## config.mk

```make
export PLATFORM = sky130hd
export DESIGN_NAME = spi_shift_engine
export DESIGN_NICKNAME = d
export VERILOG_FILES = /design/src/rtl/spi_shift_engine.sv
export SDC_FILE = /design/constraint.sdc
export NUM_CORES = 1
export LEC_CHECK = 0
export ABC_AREA = 1
export BUFFER_PORTS_ARGS = -buffer_cell sky130_fd_sc_hd__buf_2
export CAP_MARGIN = 20
export CORE_AREA = 2 2 109 111
export DETAILED_ROUTE_END_ITERATION = 6
export DIE_AREA = 0 0 111 113
export PLACE_DENSITY = 0.39
export SLEW_MARGIN = 20
export SYNTH_ARGS = -nofsm -noshare
export SYNTH_HDL_FRONTEND = slang
export SYNTH_SLANG_ARGS = --single-unit
```

## constraint.sdc

```tcl
create_clock -name pclk -period 3.2 [get_ports pclk]
set_input_delay 0.16 -clock pclk [delete_from_list [all_inputs] [get_ports pclk]]
set_output_delay 0.16 -clock pclk [all_outputs]
set_load 0.02 [all_outputs]
```

## src/rtl/spi_shift_engine.sv

```systemverilog
// -----------------------------------------------------------------------------
// spi_shift_engine
//   Serial shift datapath for an SPI master or slave. SCLK edges have already
//   been resolved into one-cycle drive (shift_stb_i) and capture (sample_stb_i)
//   strobes, so this block only tracks bit positions, drives mosi_o and
//   assembles the received word.
//
// Ports
//   pclk          : clock, all logic on the rising edge
//   preset        : synchronous active-high reset
//   ss_i          : active-low slave select; deassertion mid-frame aborts
//   start_i       : one-cycle transfer request (honoured only in IDLE, ss_i=0)
//   cpha_i        : 0 = first bit driven at load, 1 = at first shift strobe
//   lsbfe_i       : 1 = LSB first, 0 = MSB first
//   frame_len_i   : bits per frame, 0 or > DATA_W means DATA_W
//   tx_data_i     : word to transmit (low frame_len bits used)
//   shift_stb_i   : SCLK drive-edge strobe
//   sample_stb_i  : SCLK sample-edge strobe
//   miso_i        : serial data in
//   mosi_o        : serial data out (0 whenever no frame is shifting)
//   rx_data_o     : last completed received word, zero-extended
//   busy_o        : high in ACTIVE and FINISH
//   done_o        : one-cycle pulse in the FINISH cycle
//   abort_o       : one-cycle pulse after a frame is killed by ss_i
// -----------------------------------------------------------------------------
module spi_shift_engine #(
  parameter int DATA_W = 8,
  parameter int LEN_W  = $clog2(DATA_W) + 1
) (
  input  logic              pclk,
  input  logic              preset,
  input  logic              ss_i,
  input  logic              start_i,
  input  logic              cpha_i,
  input  logic              lsbfe_i,
  input  logic [LEN_W-1:0]  frame_len_i,
  input  logic [DATA_W-1:0] tx_data_i,
  input  logic              shift_stb_i,
  input  logic              sample_stb_i,
  input  logic              miso_i,
  output logic              mosi_o,
  output logic [DATA_W-1:0] rx_data_o,
  output logic              busy_o,
  output logic              done_o,
  output logic              abort_o
);

  typedef enum logic [1:0] {
    IDLE   = 2'd0,
    ACTIVE = 2'd1,
    FINISH = 2'd2
  } state_t;

  localparam logic [LEN_W-1:0]  LEN_MAX = LEN_W'(DATA_W);
  localparam logic [LEN_W-1:0]  LEN_ONE = LEN_W'(1);
  localparam logic [DATA_W-1:0] BIT_ONE = DATA_W'(1);

  state_t              state;
  logic [DATA_W-1:0]   tx_shadow;
  logic [DATA_W-1:0]   rx_shadow;
  logic                cpha_q;
  logic                lsbfe_q;
  logic [LEN_W-1:0]    len_q;
  logic [LEN_W-1:0]    tx_cnt;
  logic [LEN_W-1:0]    rx_cnt;
  logic                primed;

  // Datapath helpers feeding the FSM.
  logic [LEN_W-1:0]    eff_len;
  logic [LEN_W-1:0]    start_idx;
  logic [DATA_W-1:0]   start_word;
  logic [LEN_W-1:0]    tx_cnt_next;
  logic [LEN_W-1:0]    tx_idx;
  logic [DATA_W-1:0]   tx_word;
  logic [LEN_W-1:0]    rx_idx;
  logic [DATA_W-1:0]   rx_bit_sel;
  logic [DATA_W-1:0]   rx_shadow_smp;
  logic [LEN_W-1:0]    rx_cnt_inc;
  logic [DATA_W-1:0]   len_mask;
  logic                last_sample;

  // NOTE: every always_comb output gets an unconditional value first so no
  // path can leave it holding its old value and infer a latch.
  always_comb begin
    eff_len = frame_len_i;
    if (frame_len_i == '0 || frame_len_i > LEN_MAX) begin
      eff_len = LEN_MAX;
    end

    // First bit of a new frame, using the incoming (not yet latched) settings.
    start_idx  = lsbfe_i ? '0 : (eff_len - LEN_ONE);
    start_word = tx_data_i >> start_idx;

    // The first strobe of a cpha=1 frame only primes bit 0; later strobes
    // advance, saturating on the last bit.
    tx_cnt_next = tx_cnt;
    if (!(cpha_q && !primed) && tx_cnt != (len_q - LEN_ONE)) begin
      tx_cnt_next = tx_cnt + LEN_ONE;
    end
    tx_idx  = lsbfe_q ? tx_cnt_next : (len_q - LEN_ONE - tx_cnt_next);
    tx_word = tx_shadow >> tx_idx;

    // Sampling uses the pre-shift counters, so a coincident shift is harmless.
    rx_idx        = lsbfe_q ? rx_cnt : (len_q - LEN_ONE - rx_cnt);
    rx_bit_sel    = BIT_ONE << rx_idx;
    rx_shadow_smp = miso_i ? (rx_shadow | rx_bit_sel) : (rx_shadow & ~rx_bit_sel);
    rx_cnt_inc    = rx_cnt + LEN_ONE;

    // Shift by len_q == DATA_W yields zero, so the mask becomes all ones.
    len_mask    = ~({DATA_W{1'b1}} << len_q);
    last_sample = sample_stb_i && (rx_cnt_inc == len_q);
  end

  // NOTE: sequential state uses non-blocking assignments only, so every
  // register sees the values from before this edge regardless of order.
  always_ff @(posedge pclk) begin
    if (preset) begin
      state     <= IDLE;
      tx_shadow <= '0;
      rx_shadow <= '0;
      cpha_q    <= 1'b0;
      lsbfe_q   <= 1'b0;
      len_q     <= '0;
      tx_cnt    <= '0;
      rx_cnt    <= '0;
      primed    <= 1'b0;
      mosi_o    <= 1'b0;
      rx_data_o <= '0;
      busy_o    <= 1'b0;
      done_o    <= 1'b0;
      abort_o   <= 1'b0;
    end else begin
      done_o  <= 1'b0;
      abort_o <= 1'b0;

      case (state)
        IDLE: begin
          if (start_i && !ss_i) begin
            state     <= ACTIVE;
            tx_shadow <= tx_data_i;
            cpha_q    <= cpha_i;
            lsbfe_q   <= lsbfe_i;
            len_q     <= eff_len;
            tx_cnt    <= '0;
            rx_cnt    <= '0;
            primed    <= 1'b0;
            busy_o    <= 1'b1;
            mosi_o    <= cpha_i ? 1'b0 : start_word[0];
          end
        end

        ACTIVE: begin
          if (ss_i) begin
            // Killed by the controller: keep the previous rx_data_o.
            state   <= IDLE;
            busy_o  <= 1'b0;
            mosi_o  <= 1'b0;
            abort_o <= 1'b1;
          end else begin
            if (sample_stb_i) begin
              rx_shadow <= rx_shadow_smp;
              rx_cnt    <= rx_cnt_inc;
            end
            if (last_sample) begin
              // Result and done become visible together in the FINISH cycle.
              state     <= FINISH;
              mosi_o    <= 1'b0;
              rx_data_o <= rx_shadow_smp & len_mask;
              done_o    <= 1'b1;
            end else if (shift_stb_i) begin
              primed <= 1'b1;
              tx_cnt <= tx_cnt_next;
              mosi_o <= tx_word[0];
            end
          end
        end

        FINISH: begin
          state  <= IDLE;
          busy_o <= 1'b0;
        end

        default: begin
          state  <= IDLE;
          busy_o <= 1'b0;
          mosi_o <= 1'b0;
        end
      endcase
    end
  end

endmodule
```

-- Yosys cells after proc, flatten, opt, wreduce, memory -nomap -nowiden
Index checks and enable logic that the tools add are counted.
- flip-flop bits (word level): 45
- output and inout bits: 12
- word-level logic and storage cells: 100
- $add $sub $neg: 6
- order comparisons: 1
- equal/unequal tests: 12
- shifts and indexed selects: 4
- muxes and demuxes: 34
- bitwise logic cells: 8
- reduce and logical (&&, ||, !) cells: 21
- operators by type and width (cell ; number):
    4-bit 2-to-1 mux ; 11
    8-bit AND ; 2
    8-bit inverter ; 2
    4-bit one-hot mux with 2 select lines ; 2
    8-bit by 4-bit right shift with 1-bit output ; 2
    1-bit 2-to-1 mux ; 13
    2-bit != test (second input constant) ; 6
    3-bit AND reduction ; 3
    4-bit by 1-bit adder with 4-bit output (second input constant) ; 2
    8-bit 2-to-1 mux ; 1
    8-bit bitwise OR ; 1
    1-bit by 4-bit << shifter with 8-bit output (first input constant) ; 1
    8-bit by 4-bit << shifter with 8-bit output (first input constant) ; 1
    4-bit by 1-bit subtractor with 4-bit output (second input constant) ; 2
    4-bit subtractor ; 2
    2-bit 2-to-1 mux ; 3
    2-bit AND reduction ; 3
    5-bit AND reduction ; 1
    4-bit == test ; 1
    4-bit greater-than comparator (second input constant) ; 1
    1-bit logical AND ; 4
    4-bit zero test ; 1
    4-bit != test ; 1
    4-bit != test (second input constant) ; 1
    14 further kinds ; 19

-- Longest topological paths before layout
Gate-level depths: netlist of run 1.
- depth in word-level cells: 12
- depth in mapped cells: 25
- mapped depth without buffers: 25

-- Worst setup path before layout of run 1
No wires, ideal clock.
- path kind: reg2reg
- start: register len_q[0]
- end: register mosi_o
- setup time: 0.132 ns
- arrival: 3.068 ns
- data required time: 3.068 ns
- path slack: -0.001 ns
- stages on the path, launching flop included: 24
- path buffers: 0
- period minus slack after synthesis: 3.201 ns
- path through: dfxtp_1 inv_2 ha_1 ha_1 xnor2_1 nor2_1 nand3_2 nand2_2 nand2_1 nand2_1 inv_1 ha_1 fa_1 or2_2 a21oi_1 inv_1 nand2_1 nand3_1 nand2_1 nand2_1 nand3_1 nand2_1 nand2_1 a21oi_1
- longest elaborated chain between the ends: 11
- ends and longest elaborated chain (item ; RTL line ; RTL):
    start: declaration ; 63 ; logic [LEN_W-1:0] len_q;
    start signal: assignment ; 143 ; len_q <= eff_len;
    4-bit by 1-bit subtractor with 4-bit output ; 97, 100 ;
    4-bit != test ; 97 ; if (!(cpha_q && !primed) && tx_cnt != (len_q - LEN_ONE)) begin
    1-bit logical AND ; 97 ;
    4-bit 2-to-1 mux ; 97 ;
    4-bit subtractor ; 100 ; tx_idx = lsbfe_q ? tx_cnt_next : (len_q - LEN_ONE - tx_cnt_next);
    4-bit 2-to-1 mux ; 100 ;
    8-bit by 4-bit right shift with 1-bit output ; 101 ; tx_word = tx_shadow >> tx_idx;
    1-bit 2-to-1 mux ; 170 ; end else if (shift_stb_i) begin
    1-bit 2-to-1 mux ; 164 ; if (last_sample) begin
    1-bit 2-to-1 mux ; 153 ; if (ss_i) begin
    1-bit one-hot mux with 3 select lines ; 136 ; case (state)
    end signal: assignment ; 148 ; mosi_o <= cpha_i ? 1'b0 : start_word[0];
    end signal: assignment ; 173 ; mosi_o <= tx_word[0];
    end: declaration ; 41 ; output logic mosi_o,
Parallel ways exist; a longest one is shown, timed or not. The select of a mux whose other input is x is not followed.
A chain may end at the register's enable or synchronous reset.

-- Worst setup path in the final report of run 1
- start: register len_q[1]
- end: register mosi_o
The elaborated chain is that of the path after synthesis.

==> reports/qor.txt, run 1 <==
post-route cell area = 0.00355 mm2
Die Wd = 111 um
# IOs = 33
worst vdd ir = 187 uV
initial antenna violation count = 0
yosys synthesis warning count = 0
Worst-Skew Late Latency = 0.29 ns
syn avg cell area = 6.74 um2
post-route minimum period = 2.99 ns
sequential area share after synthesis = 32.7%
Synth Area in Adders = 7.35%
Syn-to-layout area delta = 28.7%
Root Buffer Master = clkbuf_16
fill cell count = 1242
status = complete, no violations
CTS sink cnt = 45
total track usage = 12.8%
total wire length = 7780 um
Top FF cell, synth = dfxtp_1
Routed Antenna Nets = 0
routability cong. = 0.850
synth unique cells = 35
Vias/cell = 4.46
# rows = 39
number of synthesized register bits = 45
worst hold slack = 0.148 ns
Die H = 113 um
hpwl dp = 6160 um
proportion of synthesized area in mux cells = 0%
Setup WS pre-CTS = -0.0407 ns
Pwr per Cell Area = 456 mW/mm2
Worst Path Arrival = 3.14 ns
drc violations = 0
Post-layout nets = 501
WL/cell = 12.8 um
TNS Setup = 0 ns
critical path type = reg2reg
CTS max path bufs = 2
crit path max fanout = 4
simple-gate share of the synthesized area = 27.9%
vias in the first global route = 2524
mapped cell area = 0.00276 mm2
max_cap viols = 0
RSZ-0062 raised after global routing = true
global-route wire length before repair = 12900 um
die area = 0.0125 mm2
most common cell after layout, fill and taps aside = nand2_1
drt initial violations = 95
CTS tree = yes
XOR/XNOR Fraction of Synth Area = 3.54%
placed cell area = 0.00320 mm2
CTS Buf Count = 5
Final Hold Viols = 0
GRT overflow = 0
Worst-path clk slew = 0.06 ns
Finished Core Util = 31.5%
slowest cell on the critical path = fa_2
Max H-tree Level = 2
Cells after Synth = 409
Core Box Area = 0.0113 mm2
HP Class = in2reg
leakage power = 1.58 nW
slowest cell delay on critical path = 0.40 ns
Tcrit/Tclk final = 93.4%
Max Fclk = 0.335 GHz
commonest non-fill, non-tap cells in the layout = nand2_1 (82), inv_1 (51), dfxtp_1 (43)
area fraction in compound gates after synthesis = 19.1%
worst-path cell chain = inv_2 > ha_4 > ha_4 > xnor2_2 > nor2_2 > nand3_2 > nand2_2 > buf_6 > inv_2 > nand2_2 > nand2_2 > fa_2 > or2_4 > a21oi_2 > inv_1 > nand2_2 > nand3_2 > nand2_1 > nand2_1 > nand3_2 > nand2_1 > nand2_1 > a21oi_2
layout cells sized above 1 = 24.9%
Slew @ Worst Pin = 0.617 ns
via count = 2714
largest family of logic cells by synthesized area = simple AND/OR/NAND/NOR gates
Clock Skews = 0.00610 ns
ant diodes = 0
# setup viols final = 0
ys async rst share = 0%
placed instance count = 593
Initial Util = 24.5%
post-route setup slack = 0.211 ns
CP endpoint kind = flop
drt pass-1 iters = 4
Critical Path RT = 3.35 ns
EDFF count, synth = 0
Final Slew Violations = 0
syn nets = 445
Layout Cells excl Fill = 609
relative slew slack = 58.9%
Design Power = 1.62 mW
pin count of the biggest net entering global routing = 30
Port Buf Inserts = 32
startpoint type of the worst setup path = flop
## path summary, 6_finish.rpt
| kind | start | endpoint | slack [ns] | cells after the start |
|---|---|---|---|---|
| worst max-delay path | len_q[1] | mosi_o | 0.21 | 23 |
| worst min register to register | rx_data_o[3] | rx_data_o[3] | 0.46 | 2 |
| worst max register to register | len_q[1] | mosi_o | 0.21 | 23 |
| worst min-delay path | tx_data_i[4] | tx_shadow[4] | 0.15 | 3 |
## logic make-up (layout without fill, tap and decap cells)
family / Yosys count / in the layout
xor+xnor: 9 / 9
compound gates: 96 / 96
simple gates: 176 / 176
fa+ha+maj: 15 / 15
buf+inv: 68 / 125
flops: 45 / 45
## layout make-up
class                           count  area [um2]  share of cell area, %
Clock buffer                        7         143                   4.02
Clock inverter                      1        30.0                  0.846
Sequential cell                    45         903                   25.5
Timing Repair Buffer               58         359                   10.1
Inverter                           59         224                   6.31
Multi-Input combinational cell    296        1710                   48.2
Tap cell                          143         179                   5.04
## sequential cells by signal (all words and copies together), names as in the netlist
signal and count:
rx_data_o 8, rx_shadow 8, tx_shadow 8, len_q 4, rx_cnt 4, tx_cnt 4
state 2, abort_o 1, busy_o 1, cpha_q 1, done_o 1, lsbfe_q 1
mosi_o 1, primed 1
## cell usage after synthesis, types with 4 or more instances
master	n	area share [%]
o21ai_1	16	2.9
a21oi_1	41	7.4
nand3_1	23	4.2
o21ai_0	26	4.7
o211ai_1	4	1.1
dfxtp_1	45	33
clkbuf_1	4	0.54
xor2_1	5	1.6
inv_1	55	7.5
ha_1	13	5.9
nand2_1	89	12
nor2_1	43	5.9
nand2_2	6	1.4
## power by group
| group | total [mW] | internal [mW] | leakage, nW | switching [mW] |
|---|---|---|---|---|
| combinational | 0.408 | 0.165 | 1.13 | 0.243 |
| sequential | 0.597 | 0.581 | 0.367 | 0.0155 |
| clock | 0.614 | 0.391 | 0.0841 | 0.223 |
## layer usage
| metal | share of wire (%) | GRT usage [%] | wire (um) |
|---|---|---|---|
| met5 | 0 | 0 | 0 |
| met3 | 3.0 | 2.46 | 237 |
| met1 | 50 | 17.4 | 3910 |
| met4 | 1.2 | 3.17 | 91 |
| met2 | 46 | 21.0 | 3550 |
## worst max-delay path, delay by kind of cell (launching register included)
family | cells | cell delay, ns
XOR/XNOR | 1 | 0.13
AO/OA/AOI/OAI | 2 | 0.20
AND/OR/NAND/NOR | 13 | 1.15
adder cells (fa/ha/maj) | 3 | 0.80
flip-flops | 1 | 0.33
buffers and inverters | 4 | 0.26
## timing repair
item,4_1_cts,5_1_grt
resized for setup,3,27
endpoints found under the setup margin,1,1
buffers inserted,1,7
pin swaps,1,24
hold buffers,0,0
No activity file was read; power rests on OpenSTA's default activity.
==> run 2, diff against run 1 <==
Settings changed: CELL_PAD_IN_SITES_DETAIL_PLACEMENT set to 1, CELL_PAD_IN_SITES_GLOBAL_PLACEMENT set to 2, PLACE_DENSITY 0.39 to 0.63.
==> reports/qor.txt, run 2 (synthesized netlist as in run 1, its figures left out) <==
layout cells sized above 1 = 22.5% (-2.4 points)
Initial Util = 24.5% (unchanged)
Clock Skews = 0.00724 ns (+0.00114 ns)
routability cong. = 0.801 (-5.7%)
hpwl dp = 6790 um (+10%)
die area = 0.0125 mm2 (unchanged)
Root Buffer Master = clkbuf_16
Syn-to-layout area delta = 25.1%
Final Slew Violations = 0 (unchanged)
Tcrit/Tclk final = 92.6% (-0.77 points)
Routed Antenna Nets = 0 (unchanged)
Worst-path clk slew = 0.06 ns (about the same)
via count = 2751 (+1.4%)
worst vdd ir = 196 uV (+5.0%)
commonest non-fill, non-tap cells in the layout = nand2_1 (84), inv_1 (51), dfxtp_1 (43)
Die H = 113 um (unchanged)
CTS max path bufs = 2 (unchanged)
drt pass-1 iters = 4 (unchanged)
relative slew slack = 63.7% (+4.9 points)
status = complete, no violations
ant diodes = 0 (unchanged)
Max H-tree Level = 2 (unchanged)
critical path type = reg2reg
Final Hold Viols = 0 (unchanged)
leakage power = 1.54 nW (-2.8%)
top flop regs = rx_data_o: 8 flops, rx_shadow: 8 flops, tx_shadow: 8 flops
slowest cell on the critical path = fa_2
slowest cell delay on critical path = 0.34 ns (-0.06 ns)
CTS tree = yes
HP Class = in2reg
Hold Buf Count CTS = 0 (unchanged)
Core Box Area = 0.0113 mm2 (unchanged)
drc violations = 0 (unchanged)
post-route minimum period = 2.96 ns (-0.0247 ns)
RSZ-0062 raised after global routing = true
Slew @ Worst Pin = 0.543 ns (-0.0743 ns)
total wire length = 8550 um (+9.8%)
Worst Path Arrival = 3.14 ns (about the same)
total track usage = 14.3% (+1.5 points)
CP endpoint kind = flop
CTS Buf Count = 5 (unchanged)
drt initial violations = 97 (+2.1%)
Port Buf Inserts = 32 (unchanged)
most common cell after layout, fill and taps aside = nand2_1
Max Fclk = 0.337 GHz (+0.83%)
pin count of the biggest net entering global routing = 29 (-3.3%)
Post-layout nets = 494 (-1.4%)
vias in the first global route = 2802 (+11%)
Pwr per Cell Area = 445 mW/mm2 (-2.4%)
crit path max fanout = 3 (-1)
Worst Path Buf+Inv = 4 (unchanged)
# setup viols final = 0 (unchanged)
startpoint type of the worst setup path = flop
# rows = 39 (unchanged)
worst hold slack = 0.140 ns (-0.00828 ns)
Worst-Skew Late Latency = 0.30 ns (about the same)
Vias/cell = 4.58 (+2.7%)
GRT overflow = 0 (unchanged)
cell family with most CP delay = simple AND/OR/NAND/NOR gates
CP dominant cell by count = nand2_1
CTS sink cnt = 45 (unchanged)
TNS Setup = 0 ns (unchanged)
global-route wire length before repair = 14000 um (+8.5%)
max_cap viols = 0 (unchanged)
initial antenna violation count = 0 (unchanged)
Critical Path RT = 3.38 ns (+0.03 ns)
WL/cell = 14.2 um (+11%)
Die Wd = 111 um (unchanged)
# IOs = 33 (unchanged)
[run 2: path summary, 6_finish.rpt]
| path | from | endpoint | slack (ns) | cells past startpoint |
|---|---|---|---|---|
| min reg2reg | busy_o | busy_o | 0.46 | 2 |
| max | len_q[1] | mosi_o | 0.24 | 25 |
| max reg2reg | len_q[1] | mosi_o | 0.24 | 25 |
| min | frame_len_i[3] | len_q[3] | 0.14 | 3 |
[run 2: through the flow]
stage | instances | area, um2 | setup slack [ns] | power [mW] | util (%)
after global routing | 601 | 3450 | -0.102 | 1.64 | 30.6
after detailed placement | 591 | 3180 | -0.0550 | 0.982 | 28.2
after floorplan | 409 | 2760 | 0.00934 | 0.856 | -
after CTS | 598 | 3340 | 0.0159 | 1.54 | 29.7
after global placement | 591 | 3180 | 0.0301 | 0.977 | 28.2
final | 601 | 3450 | 0.236 | 1.54 | 30.6
[run 2: layout make-up]
| type | count | area, um2 |
|---|---|---|
| fillers | 1419 | 7820 |
| multi-input cells | 296 | 1690 |
| flip-flops and latches | 45 | 903 |
| repair buffers | 51 | 307 |
| inverters | 59 | 226 |
| well taps | 143 | 179 |
| clock buffers | 6 | 139 |
| clock inverters | 1 | 7.51 |
[run 2: report_power, final]
| group | switching [mW] | total [mW] | leakage (nW) | internal, mW |
|---|---|---|---|---|
| clock | 0.237 | 0.544 | 0.0690 | 0.307 |
| sequential | 0.0178 | 0.599 | 0.367 | 0.581 |
| combinational | 0.240 | 0.392 | 1.10 | 0.153 |
[run 2: repair_timing]
| action | CTS | global route |
|---|---|---|
| buffers inserted | 0 | 3 |
| gates resized for setup | 2 | 26 |
| endpoints found under the setup margin | 1 | 1 |
| pin swaps | 0 | 18 |
[run 2: routing by layer]
| metal | global-route usage [%] | share of wire [%] | vias up |
|---|---|---|---|
| met2 | 24.7 | 48 | 33 |
| met1 | 17.3 | 47 | 1288 |
| met3 | 3.43 | 3.0 | 9 |
| met4 | 5.25 | 1.9 | 0 |
| li1 | - | - | 1421 |
| met5 | 0 | 0 | - |
[run 2: worst register-to-register path: stages, from the launching register on]
cell and delay (ns):
dfxtp_2 0.33, inv_2 0.05, ha_4 0.24, nand2_1 0.06, inv_1 0.04, nor2_1 0.09, nand2_1 0.07, nor2_2 0.11
nand3_2 0.09, nand2_2 0.10, nand2_1 0.07, nand2_1 0.06, inv_1 0.05, ha_2 0.18, fa_2 0.34, or2_4 0.26
a21oi_2 0.15, inv_1 0.06, nand2_2 0.07, nand3_1 0.07, nand2_1 0.07, nand2_1 0.05, nand3_1 0.09, nand2_1 0.05
nand2_1 0.07, a21oi_2 0.05
==> run 3, diff against run 2 <==
Settings changed: SETUP_SLACK_MARGIN set to 0.3.
==> reports/qor.txt, run 3 (synthesized netlist as in run 1, its figures left out) <==
status = complete, no violations
worst-case reg-to-reg path depth = 22 (-12%)
Final Hold Viols = 0 (unchanged)
CTS sink cnt = 45 (unchanged)
Syn-to-layout area delta = 27.2%
Max Fclk = 0.330 GHz (-2.2%)
die area = 0.0125 mm2 (unchanged)
drc violations = 0 (unchanged)
vias in the first global route = 2808 (+0.21%)
Vias/cell = 4.57 (about the same)
Worst-path clk slew = 0.06 ns (about the same)
worst-path cell chain = inv_6 > ha_4 > ha_4 > xnor2_1 > nor2_2 > nand3_2 > nand3_1 > nand2_2 > inv_2 > ha_4 > fa_2 > or2_4 > a21oi_4 > inv_2 > nand2_2 > nand3_2 > nand2_1 > nand2_1 > nand3_1 > nand2_1 > nand2_1 > a21oi_1
Setup WS pre-CTS = 0.0601 ns (+0.115 ns)
Hold Crit Start = tx_data_i[2]
worst vdd ir = 181 uV (-7.6%)
Initial Util = 24.5% (unchanged)
Tcrit/Tclk final = 94.7% (+2.0 points)
CP dominant cell by count = nand2_1
CTS max path bufs = 2 (unchanged)
slowest cell delay on critical path = 0.37 ns (+0.03 ns)
drt pass-1 iters = 4 (unchanged)
relative slew slack = 58.6% (-5.1 points)
hpwl dp = 6820 um (+0.40%)
max_cap viols = 0 (unchanged)
Worst-Skew Late Latency = 0.29 ns (about the same)
Hold Buf Count CTS = 0 (unchanged)
# rows = 39 (unchanged)
total wire length = 8870 um (+3.8%)
routability cong. = 0.828 (+3.3%)
WL/cell = 14.8 um (+3.8%)
Worst Path Arrival = 3.18 ns (+0.04 ns)
worst hold slack = 0.150 ns (+0.00998 ns)
crit path max fanout = 3 (unchanged)
Root Buffer Master = clkbuf_16
hold path cells = 3 (unchanged)
Post-layout nets = 493 (-0.20%)
# IOs = 33 (unchanged)
Port Buf Inserts = 32 (unchanged)
CTS tree = yes
pin count of the biggest net entering global routing = 30 (+3.4%)
commonest non-fill, non-tap cells in the layout = nand2_1 (82), inv_1 (50), dfxtp_1 (43)
CP endpoint kind = flop
ant diodes = 0 (unchanged)
HP Class = in2reg
drt initial violations = 67 (-31%)
Worst R2R Start = len_q[0]
layout cells sized above 1 = 24.2% (+1.7 points)
startpoint type of the worst setup path = flop
Die H = 113 um (unchanged)
leakage power = 1.53 nW (-0.20%)
GRT overflow = 0 (unchanged)
CTS Buf Count = 5 (unchanged)
Finished Core Util = 31.1% (+0.50 points)
Max H-tree Level = 2 (unchanged)
RSZ-0062 raised after global routing = true
reg-to-reg slack, setup = 0.17 ns (-0.07 ns)
most common cell after layout, fill and taps aside = nand2_1
Die Wd = 111 um (unchanged)
TNS Setup = 0 ns (unchanged)
reg2reg end = mosi_o
Routed Antenna Nets = 0 (unchanged)
critical path type = reg2reg
Slew @ Worst Pin = 0.620 ns (+0.0777 ns)
Critical Path RT = 3.35 ns (-0.03 ns)
via count = 2749 (-0.073%)
Clock Skews = 0.0109 ns (+0.00366 ns)
slowest cell on the critical path = dfxtp_4
post-route setup slack = 0.171 ns (-0.0653 ns)
global-route wire length before repair = 14400 um (+3.6%)
top flop regs = rx_data_o: 8 flops, rx_shadow: 8 flops, tx_shadow: 8 flops
WHS Endpoint = tx_shadow[2]
# setup viols final = 0 (unchanged)
post-route minimum period = 3.03 ns (+0.0653 ns)
Final Slew Violations = 0 (unchanged)
Pwr per Cell Area = 437 mW/mm2 (-1.7%)
Core Box Area = 0.0113 mm2 (unchanged)
initial antenna violation count = 0 (unchanged)
total track usage = 14.5% (+0.22 points)
run 3: critical path: cells and delay by family, from the launching register on:
family                     cells  cell delay, ns
DFF                            1            0.37
adders and majority gates      4            0.92
buffers and inverters          3            0.13
AOI/OAI and AO/OA              2            0.22
and+or+nand+nor               12            1.11
xor gates and xnor gates       1            0.12
run 3: cell type report:
class | instances | area (um2)
inverter | 59 | 229
fill | 1449 | 7770
sequential | 45 | 908
timing repair buffer | 50 | 299
clock inverter | 1 | 8.76
multi-input combinational | 296 | 1750
tap | 143 | 179
clock buffer | 7 | 133
run 3: worst max path at each step:
| stage | from | endpoint | cells past startpoint |
|---|---|---|---|
| floorplan | len_q[0] | mosi_o | 23 |
| detailed placement | len_q[1] | mosi_o | 23 |
| finish | len_q[0] | mosi_o | 22 |
| global route | len_q[0] | mosi_o | 25 |
| global placement | len_q[1] | mosi_o | 23 |
| CTS | len_q[0] | mosi_o | 22 |
run 3: power by group:
group | internal (mW) | switching, mW | total [mW]
registers | 0.580 | 0.0152 | 0.595
clock network | 0.292 | 0.230 | 0.522
logic | 0.160 | 0.256 | 0.416
total | 1.03 | 0.501 | 1.53
run 3: repair_timing:
action,4_1_cts,5_1_grt
resized for setup,8,23
setup buffers,6,5
pin swaps,11,22
endpoints found under the setup margin,1,17
run 3: per-layer routing:
layer	vias up	global-route usage (%)	share of wire [%]
met5	-	0	0
met4	0	4.17	1.0
met3	4	2.68	2.1
met2	32	25.2	49
met1	1292	18.5	48
li1	1421	-	-
run 3: stage by stage:
| stage | power, mW | instance area (um2) | std cells |
|---|---|---|---|
| final | 1.53 | 3510 | 601 |
| after global routing | 1.64 | 3510 | 601 |
| after CTS | 1.53 | 3390 | 596 |
| after detailed placement | 0.980 | 3160 | 582 |
| after global placement | 0.973 | 3160 | 582 |
| after floorplan | 0.867 | 2810 | 409 |
